[config.mk]
export PLATFORM = sky130hd
export DESIGN_NAME = master_fsm
export DESIGN_NICKNAME = d
export VERILOG_FILES = /design/src/rtl/master_fsm.sv
export SDC_FILE = /design/constraint.sdc
export NUM_CORES = 1
export LEC_CHECK = 0
export CAP_MARGIN = 5
export CORE_MARGIN = 8
export CORE_UTILIZATION = 56
export CTS_CLUSTER_DIAMETER = 30
export DETAILED_ROUTE_END_ITERATION = 16
export HOLD_SLACK_MARGIN = 0.05
export PLACE_DENSITY_LB_ADDON = 0.25
export SLEW_MARGIN = 20
export SYNTH_ARGS = -nofsm -noshare
export SYNTH_HDL_FRONTEND = slang
export SYNTH_SLANG_ARGS = --single-unit
export TNS_END_PERCENT = 5
[constraint.sdc]
create_clock -name clk -period 4.6 [get_ports clk]
set_input_delay 1.38 -clock clk [delete_from_list [all_inputs] [get_ports clk]]
set_output_delay 1.38 -clock clk [all_outputs]
set_load 0.05 [all_outputs]
[src/rtl/master_fsm.sv]
// master_fsm: byte-stream requester. Buffers producer bytes in a small FIFO
// and sends each one to a four-phase req/ack slave, counting completed
// transfers and flagging handshakes that time out.
module master_fsm #(
  parameter int DEPTH   = 4,
  parameter int TIMEOUT = 16,
  parameter int CNT_W   = 16
) (
  input  logic                     clk,
  input  logic                     rst,
  input  logic                     in_valid,
  input  logic [7:0]               in_data,
  output logic                     in_ready,
  output logic                     req,
  output logic [7:0]               data_out,
  input  logic                     ack,
  input  logic                     clr_err,
  output logic                     busy,
  output logic [$clog2(DEPTH):0]   fifo_count,
  output logic [CNT_W-1:0]         tx_count,
  output logic                     timeout_err
);

  localparam int AW = $clog2(DEPTH);
  localparam int TW = $clog2(TIMEOUT);

  typedef enum logic [1:0] {
    IDLE    = 2'd0,
    REQ     = 2'd1,
    RELEASE = 2'd2
  } state_t;

  state_t           state_reg, state_next;
  logic [AW-1:0]    wr_ptr_reg, wr_ptr_next;
  logic [AW-1:0]    rd_ptr_reg, rd_ptr_next;
  logic [AW:0]      count_reg, count_next;
  logic [TW-1:0]    tout_reg, tout_next;
  logic [CNT_W-1:0] tx_reg, tx_next;
  logic             err_reg, err_next;
  logic             req_reg, req_next;
  logic [7:0]       dout_reg;
  logic             push, pop;

  logic [7:0] mem [DEPTH];

  assign in_ready    = (count_reg < (AW+1)'(DEPTH));
  assign busy        = (state_reg != IDLE) || (count_reg != '0);
  assign req         = req_reg;
  assign data_out    = dout_reg;
  assign fifo_count  = count_reg;
  assign tx_count    = tx_reg;
  assign timeout_err = err_reg;

  // FIFO storage write port; contents need no reset since pointers gate reads.
  always_ff @(posedge clk) begin
    if (push) mem[wr_ptr_reg] <= in_data;
  end

  // Registered read port: the head byte lands in data_out when IDLE pops it.
  always_ff @(posedge clk or negedge rst) begin
    if (!rst)     dout_reg <= 8'h00;
    else if (pop) dout_reg <= mem[rd_ptr_reg];
  end

  // State and control register bank.
  always_ff @(posedge clk or negedge rst) begin
    if (!rst) begin
      state_reg  <= IDLE;
      wr_ptr_reg <= '0;
      rd_ptr_reg <= '0;
      count_reg  <= '0;
      tout_reg   <= '0;
      tx_reg     <= '0;
      err_reg    <= 1'b0;
      req_reg    <= 1'b0;
    end else begin
      state_reg  <= state_next;
      wr_ptr_reg <= wr_ptr_next;
      rd_ptr_reg <= rd_ptr_next;
      count_reg  <= count_next;
      tout_reg   <= tout_next;
      tx_reg     <= tx_next;
      err_reg    <= err_next;
      req_reg    <= req_next;
    end
  end

  // Next-state logic for the handshake FSM, FIFO pointers and counters.
  always_comb begin
    state_next  = state_reg;
    req_next    = req_reg;
    tout_next   = tout_reg;
    tx_next     = tx_reg;
    err_next    = err_reg;
    wr_ptr_next = wr_ptr_reg;
    rd_ptr_next = rd_ptr_reg;
    count_next  = count_reg;

    push = in_valid && in_ready;
    // Only IDLE consumes the head; a byte written this edge is not yet visible.
    pop  = (state_reg == IDLE) && (count_reg != '0);

    // A clear is overridden below if a timeout lands on the same edge.
    if (clr_err) err_next = 1'b0;

    case (state_reg)
      IDLE: begin
        req_next = 1'b0;
        if (pop) begin
          req_next   = 1'b1;
          tout_next  = '0;
          state_next = REQ;
        end
      end
      REQ: begin
        req_next = 1'b1;
        if (ack) begin
          req_next   = 1'b0;
          tx_next    = tx_reg + CNT_W'(1);
          state_next = RELEASE;
        end else if (tout_reg == TW'(TIMEOUT - 1)) begin
          req_next   = 1'b0;
          err_next   = 1'b1;
          state_next = RELEASE;
        end else begin
          tout_next = tout_reg + TW'(1);
        end
      end
      RELEASE: begin
        // Wait out the slave's ack tail so it cannot re-latch a stale request.
        req_next = 1'b0;
        if (!ack) state_next = IDLE;
      end
      default: begin
        req_next   = 1'b0;
        state_next = IDLE;
      end
    endcase

    if (push) wr_ptr_next = wr_ptr_reg + AW'(1);
    if (pop)  rd_ptr_next = rd_ptr_reg + AW'(1);

    case ({push, pop})
      2'b10:   count_next = count_reg + (AW+1)'(1);
      2'b01:   count_next = count_reg - (AW+1)'(1);
      default: count_next = count_reg;
    endcase
  end

endmodule

## Word-level counts from Yosys, hierarchy flattened

Memories as Yosys holds them, arrays and structs flattened. A register that Yosys moved wholly into a read port is not among the register bits.
Cells that the tools add are included.

| storage, ports and cells | value |
|---|---|
| bits in latches | 0 |
| bits in writable memories | 32 |
| memory bits (read-only) | 0 |
| output and inout port bits | 31 |
| register bits | 31 |
| bits of input ports | 13 |
| memories kept | 1 |

| operators by class | value |
|---|---|
| bitwise gates (word level) | 0 |
| shifts and indexed selects | 0 |
| multipliers | 0 |
| div/mod/pow operators | 0 |
| magnitude comparators | 1 |
| eq/ne operators | 10 |
| muxes and demuxes | 20 |
| add/sub/neg operators | 6 |
| reductions and logical operators | 12 |

Memory list:

| name | depth | bits a word | rd ports | clocked after Yosys merged registers in | wr ports | RTL line | text |
|---|---|---|---|---|---|---|---|
| mem | 4 | 8 | 1 | 1 | 1 | 44 | `logic [7:0] mem [DEPTH];` |

Operators by type and width:

| kind | count |
|---|---|
| $add A16 B1 Y16 const B | 1 |
| $mux W4 | 3 |
| $mux W1 | 9 |
| $mux W2 | 4 |
| $ne A2 B2 Y1 const B | 4 |
| $pmux W4 S2 | 1 |
| $pmux W2 S3 | 1 |
| $pmux W3 S2 | 1 |
| $reduce_bool A2 Y1 | 3 |
| $add A2 B1 Y2 const B | 2 |
| $add A4 B1 Y4 const B | 1 |
| $eq A2 B1 Y1 const B | 2 |
| $eq A2 B2 Y1 const B | 2 |
| $eq A4 B4 Y1 const B | 1 |
| $reduce_and A4 Y1 | 1 |
| $add A3 B1 Y3 const B | 1 |
| $lt A3 B3 Y1 const B | 1 |
| $ne A3 B3 Y1 const B | 1 |
| $reduce_and A3 Y1 | 1 |
| $reduce_bool A3 Y1 | 1 |
| $sub A3 B1 Y3 const B | 1 |
| $logic_and A1 B1 Y1 | 2 |
| $logic_not A2 Y1 | 1 |
| $pmux W1 S2 | 1 |
| 3 further kinds | 3 |

## Logic depth before layout (Yosys ltp)

Gate-level depths: netlist of the first run.

| logic depth | value |
|---|---|
| depth in word-level cells | 4 |
| gate-level depth with buffers | 9 |
| gate-level depth less buffers | 9 |

## Least setup slack after synthesis of the first run

OpenSTA, ideal clock, no wires.

| path | value |
|---|---|
| kind | input-to-reg |
| start | input in_valid |
| end | register count_reg[2], in the netlist fifo_count[2] |
| path buffers | 1 |
| setup time | 0.139 ns |
| setup slack | 1.846 ns |
| arrival | 2.615 ns |
| stages | 9 |
| path through | nor2b_1 > clkbuf_1 > inv_1 > ha_1 > inv_1 > fa_1 > xor2_1 > nor2_1 > xnor2_1 |

| on the way | value |
|---|---|
| longest elaborated chain between the ends | 3 |
| elaborated cells between the ends (all ways) | 5 |
| those cells by class | 2 x eq/ne; 1 x mux; 2 x reduce/logical |

RTL lines:

| element | RTL line | text |
|---|---|---|
| start, declared | 11 | `input logic in_valid,` |
| $logic_and A1 B1 Y1 * | 99 | `push = in_valid && in_ready;` |
| $eq A2 B1 Y1 or $eq A2 B2 Y1 (tied branches) | 143 | `case ({push, pop})` |
| $pmux W3 S2 or $reduce_bool A2 Y1 (tied branches) | n/a |  |
| end signal, assigned | 80 | `count_reg <= count_next;` |
| end, declared | 36 | `logic [AW:0] count_reg, count_next;` |

Every way passes the cells marked *; elsewhere a longest branch is shown, timed or not.
A chain may end at the register's enable or synchronous reset.

## Worst setup path in the final report of the first run

| path | value |
|---|---|
| start | register state_reg[0] |
| end | output busy |

| on the way | value |
|---|---|
| longest elaborated chain between the ends | 2 |

RTL lines:

| element | RTL line | text |
|---|---|---|
| start, declared | 33 | `state_t state_reg, state_next;` |
| start signal, assigned | 77 | `state_reg <= state_next;` |
| $reduce_bool A2 Y1 | 47 | `assign busy = (state_reg != IDLE) \|\| (count_reg != '0);` |
| $logic_or A1 B1 Y1 | 47 |  |
| end, declared | 18 | `output logic busy,` |

Every way passes these cells.

==> impl_metrics.yaml, run 1 <==
status:
  status: "finished, final reports clean"
power:
  ir_drop_mv: 0.558
  leakage_nw: 1.47
  power_density_nw_per_um2: 683
sta:
  final_max_slew_viol_count: 0
  period_needed_ps: 3180
  post-route-period-util_pct: 69.2
  clock.fmax_ghz: 0.314
  tns_ps: 0
  tightest_slew_ps: 881
  hold_viol: 0
  setup_viol: 0
  finClkSkew_ps: 13.4
  rsz0062_at_grt: "no"
  slew_headroom_pct: 41.3
drt:
  drtIter0Drc: 64
  drt-pass1-iter-count: 4
  wl_um: 5220
  vias_per_cell: 5.23
  post_drt_wl_per_cell_um: 16.2
  num_vias: 1679
  final_antenna_net_count: 0
  drc_errors: 0
finish:
  fin_area_um2: 3670
  final_common_cell: "clkdlybuf4s50_1"
  drive_gt1_share_pct: 15.9
  final_cell_mix: "clkdlybuf4s50_1, dfrtp_1, edfxtp_1"
  diodes: 0
  final_nets: 267
  fin_cells: 321
  syn2layout_area_growth_pct: 24.5
  largest_reg_flops: 32
  largest-register: "mem"
yosys:
  ys_ff_latch: 71
  synth_nets: 216
  synth_cell_types: 36
  ys_seq_area_share_pct: 65.7
  ys_warn_count: 0
  synthCells: 195
  syn_area_um2: 2950
  avgSynthCellArea_um2: 15.1
clocking:
  cts_resized: 0
  clkSlewWorstSetupHoldPaths_ps: 70
  cts_buffer_depth: 2
  cts_num_sinks: 71
  cts_tree: "done"
  clk_latency_ps: 340
  htree_levels: 3
  root_buffer: "clkbuf_8"
  cts_setup_buffers: 0
  cts_made_buffers: 9
  cts_hold_buf: 0
placed_design:
  postPlaceCellArea_um2: 3450
  numPortBuffers: 43
  dp.cells: 305
  hpwl_um: 3610
  gp_congestion: 0.806
global_routing:
  antenna_found_initial: 0
  track_usage_pct: 14.5
  grt_pass1_vias: 1764
  gr-total-overflow: 0
  grt_pass1_wl_um: 8460
  grt_max_degree: 40
floorplan:
  die_area_um2: 7840
  initial_core_util_pct: 57.7
  die_h_um: 88.6
  core-area_um2: 5110
  ios: 44
  die_w_um: 88.6
  num_rows: 26
run:
  max_cap_violations: 0
setup_path:
  cp.arrival_ps: 1800
  r2r_slack_ps: 2410
  critical_path_class: "reg -> out"
  crit_cells: 3
  r2r_end: "fifo_count[2]$_DFFE_PN0P_"
  crit_required_ps: 3220
  critPathBufInv: 1
  crit_family: "buffers and inverters"
  cpPeakStageDelay_ps: 700
  timing.critical_path.to: "busy"
  path_max_fanout: 6
  startpoint: "state_reg[0]$_DFFE_PN0P_"
  cp-end-kind: "output port"
  crit_chain: "nor2_1 > nand2_1 > clkdlybuf4s50_1"
  worstReg2RegStart: "state_reg[0]$_DFFE_PN0P_"
  worst-r2r-cell-count: 9
  critPathLaunchType: "flop"
  slowest_stage: "clkdlybuf4s50_1"
worst_hold_path:
  hp-class: "reg -> reg"
==> power breakdown <==
part	switching (mW)	internal [mW]	total (mW)
Clock	0.223	0.318	0.541
Sequential	0.146	0.827	0.973
Combinational	0.578	0.418	0.995
Total	0.946	1.56	2.51
==> synth_stat cells <==
cell	count	area [um^2]
nand2_1	11	41.3
fa_1	1	20.0
nand4_1	3	18.8
and3_1	1	6.26
nor2_1	8	30.0
and2_1	5	31.3
xnor2_1	14	123
o22ai_1	1	6.26
nand3_1	6	30.0
buf_2	1	5.00
inv_2	1	3.75
a22oi_2	1	12.5
inv_1	13	48.8
o21ai_0	5	25.0
mux4_2	8	180
nor2b_1	2	12.5
dfrtp_1	39	976
and4_1	2	17.5
nor3_1	3	15.0
mux2i_1	1	10.0
clkbuf_1	2	7.51
or2b_1	1	7.51
nor3b_1	1	7.51
mux2_2	9	101
a32o_1	1	10.0
xor2_1	7	61.3
nand4_4	1	21.3
a31oi_1	2	12.5
nor4_2	1	12.5
nand3b_1	1	7.51
and4b_4	1	13.8
or3_1	1	6.26
ha_1	7	87.6
nand3_2	1	10.0
o32ai_1	1	8.76
edfxtp_1	32	961
==> metal layers <==
metal	wire, um	up-vias	track usage, %
li1	-	800	-
met1	2300	836	17.5
met2	2590	37	22.9
met3	273	6	5.29
met4	54	0	5.99
met5	0	-	0
==> kinds of logic (layout without fill, tap and decap cells) <==
kind of cell | Yosys count | count (layout) | synth area share [%]
xor+xnor | 21 | 21 | 6.24
compound gates | 11 | 11 | 2.55
mux | 18 | 18 | 9.89
simple gates | 49 | 49 | 9.80
fa+ha+maj | 8 | 8 | 3.65
flops | 71 | 71 | 65.7
buf+inv | 17 | 73 | 2.21
==> area by class of cell <==
type,instances,area (um^2)
repair buffers,43,425
multi-input cells,107,947
fillers,374,1440
well taps,70,87.6
inverters,14,52.6
clock buffers,10,138
clock inverters,6,83.8
flip-flops and latches,71,1940
==> worst min path at each step <==
| stage | startpoint | end | slack [ps] | depth (start not counted) |
|---|---|---|---|---|
| final | tx_count[15]$_DFFE_PN0P_ | tx_count[15]$_DFFE_PN0P_ | 480 | 1 |
| after global routing | tx_count[15]$_DFFE_PN0P_ | tx_count[15]$_DFFE_PN0P_ | 500 | 1 |
| after CTS | tx_count[15]$_DFFE_PN0P_ | tx_count[15]$_DFFE_PN0P_ | 480 | 1 |
| after detailed placement | tx_count[15]$_DFFE_PN0P_ | tx_count[15]$_DFFE_PN0P_ | 470 | 1 |
| after global placement | tx_count[15]$_DFFE_PN0P_ | tx_count[15]$_DFFE_PN0P_ | 460 | 1 |
| after floorplan | tout_reg[3]$_DFFE_PN0P_ | tout_reg[3]$_DFFE_PN0P_ | 470 | 1 |
==> through the flow <==
step           hold slack, ps  util, %  worst slack, ps  total power [mW]
5_1_grt                   502     71.9             1330              2.65
3_5_place_dp              472     67.5             1350              1.99
6_report                  476     71.9             1420              2.51
4_1_cts                   480     71.9             1390              2.54
3_3_place_gp              459     67.5             1430              1.96
2_1_floorplan             472        -             1850              1.69
Power figures use the tool's default switching activity.
==> run 2, diff against run 1 <==
--- a/config.mk
+++ b/config.mk
@@ -7,7 +7,7 @@
 export LEC_CHECK = 0
 export CAP_MARGIN = 5
 export CORE_MARGIN = 8
-export CORE_UTILIZATION = 56
+export CORE_UTILIZATION = 48
 export CTS_CLUSTER_DIAMETER = 30
 export DETAILED_ROUTE_END_ITERATION = 16
 export HOLD_SLACK_MARGIN = 0.05
==> constraint.sdc (replaced) <==
create_clock -name clk -period 2.76 [get_ports clk]
set_input_delay 0.828 -clock clk [delete_from_list [all_inputs] [get_ports clk]]
set_output_delay 0.828 -clock clk [all_outputs]
set_load 0.05 [all_outputs]
==> run 2 against run 1 <==
Compared with the run above: clock skew fell by 0.88 ps; hold slack barely moved; wire length rose by 1.7%; register-to-register slack got worse by 1900 ps; critical path type unchanged; critical path depth did not move.
==> impl_metrics.yaml, run 2 (synthesized netlist as in run 1, its figures left out) <==
setup_path:
  path_max_fanout: 6
  worstReg2RegStart: "state_reg[0]$_DFFE_PN0P_"
  crit_required_ps: 1930
  critPathLaunchType: "flop"
  startpoint: "state_reg[0]$_DFFE_PN0P_"
  cp.arrival_ps: 1820
  cpPeakStageDelay_ps: 700
  slowest_stage: "clkdlybuf4s50_1"
  cp-end-kind: "output port"
  crit_chain: "nor2_1 > nand2_1 > clkdlybuf4s50_1"
  crit_family: "buffers and inverters"
  critPathBufInv: 1
  critical_path_class: "reg -> out"
clocking:
  clk_latency_ps: 340
  cts_num_sinks: 71
  cts_made_buffers: 9
  htree_levels: 3
  cts_tree: "done"
  clkSlewWorstSetupHoldPaths_ps: 80
  cts_buffer_depth: 2
  cts_hold_buf: 0
  root_buffer: "clkbuf_8"
  cts_resized: 0
  cts_setup_buffers: 0
sta:
  post-route-period-util_pct: 95.9
  clock.fmax_ghz: 0.378
  hold_viol: 0
  tightest_slew_ps: 630
  rsz0062_at_grt: "no"
  slew_headroom_pct: 58.0
  hold_slack_ps: 476
  setup_viol: 0
  period_needed_ps: 2650
  finClkSkew_ps: 12.5
  final_max_slew_viol_count: 0
  fin_ws_ps: 114
  tns_ps: 0
run:
  max_cap_violations: 0
worst_hold_path:
  hp-class: "reg -> reg"
  hold_start: "tx_count[15]$_DFFE_PN0P_"
placed_design:
  pre_cts_slack_ps: 263
  hpwl_um: 3650
  postPlaceCellArea_um2: 3490
  gp_congestion: 0.807
  numPortBuffers: 43
floorplan:
  die_area_um2: 8910
  num_rows: 28
  die_h_um: 94.4
  ios: 44
  core-area_um2: 5920
  die_w_um: 94.4
  initial_core_util_pct: 49.8
global_routing:
  track_usage_pct: 13.4
  grt_pass1_wl_um: 9130
  grt_pass1_vias: 1826
  antenna_found_initial: 0
  gr-total-overflow: 0
  grt_max_degree: 27
finish:
  final_common_cell: "clkdlybuf4s50_1"
  largest_reg_flops: 32
  fillCellCount: 465
  largest-register: "mem"
  multi_input_area_um2: 947
  regArea_um2: 1940
  final_cell_mix: "clkdlybuf4s50_1, dfrtp_1, edfxtp_1"
  syn2layout_area_growth_pct: 24.6
  final_nets: 271
  fin_area_um2: 3670
  drive_gt1_share_pct: 16.9
  diodes: 0
drt:
  post_drt_wl_per_cell_um: 16.1
  drc_errors: 0
  vias_per_cell: 5.16
  drtIter0Drc: 72
  wl_um: 5300
  final_antenna_net_count: 0
  num_vias: 1704
  drt-pass1-iter-count: 4
power:
  power_density_nw_per_um2: 1110
  leakage_nw: 1.47
  ir_drop_mv: 0.765
  total_power_mw: 4.08
status:
  status: "finished, final reports clean"
run 2: cell count changes in the layout (fill, tap and decap cells not counted):
cell / previous run / this run
buf_4: 0 / 4
bufinv_16: 2 / 1
clkbuf_1: 0 / 1
clkbuf_8: 10 / 9
clkinvlp_4: 0 / 1
run 2: worst paths after layout:
kind,endpoint,slack (ps),cells after the start
setup / recovery,busy,110,3
hold / removal,tx_count[15]$_DFFE_PN0P_,480,1
setup reg to reg,fifo_count[2]$_DFFE_PN0P_,520,9
hold reg to reg,tx_count[15]$_DFFE_PN0P_,480,1
max in group asynchronous,tx_count[4]$_DFFE_PN0P_,1690,2
min in group asynchronous,data_out[6]$_DFFE_PN0P_,490,1
run 2: where the power goes:
group	internal (mW)	switching (mW)
combinational	0.707	0.958
sequential	1.38	0.247
clock	0.414	0.378
run 2: final cells by class:
cell class / count / share of cell area (%)
clock buffer: 10 / 3.47
clock inverter: 6 / 1.67
inverter: 14 / 1.43
multi-input combinational: 107 / 25.8
sequential: 71 / 52.7
tap: 75 / 2.55
timing repair buffer: 47 / 12.4
run 2: routing by layer:
metal	vias up	part of all wire [%]	wire, um	track usage (%)
met5	-	0	0	0
met4	0	1.5	82	5.55
met3	6	6.3	336	5.08
met2	47	47	2520	20.8
met1	841	45	2370	16.5
li1	810	-	-	-
run 2: stage by stage:
step,instances,util (%)
floorplan,195,-
global placement,314,58.9
detailed placement,314,58.9
CTS,330,62.1
global route,330,62.1
finish,330,62.1
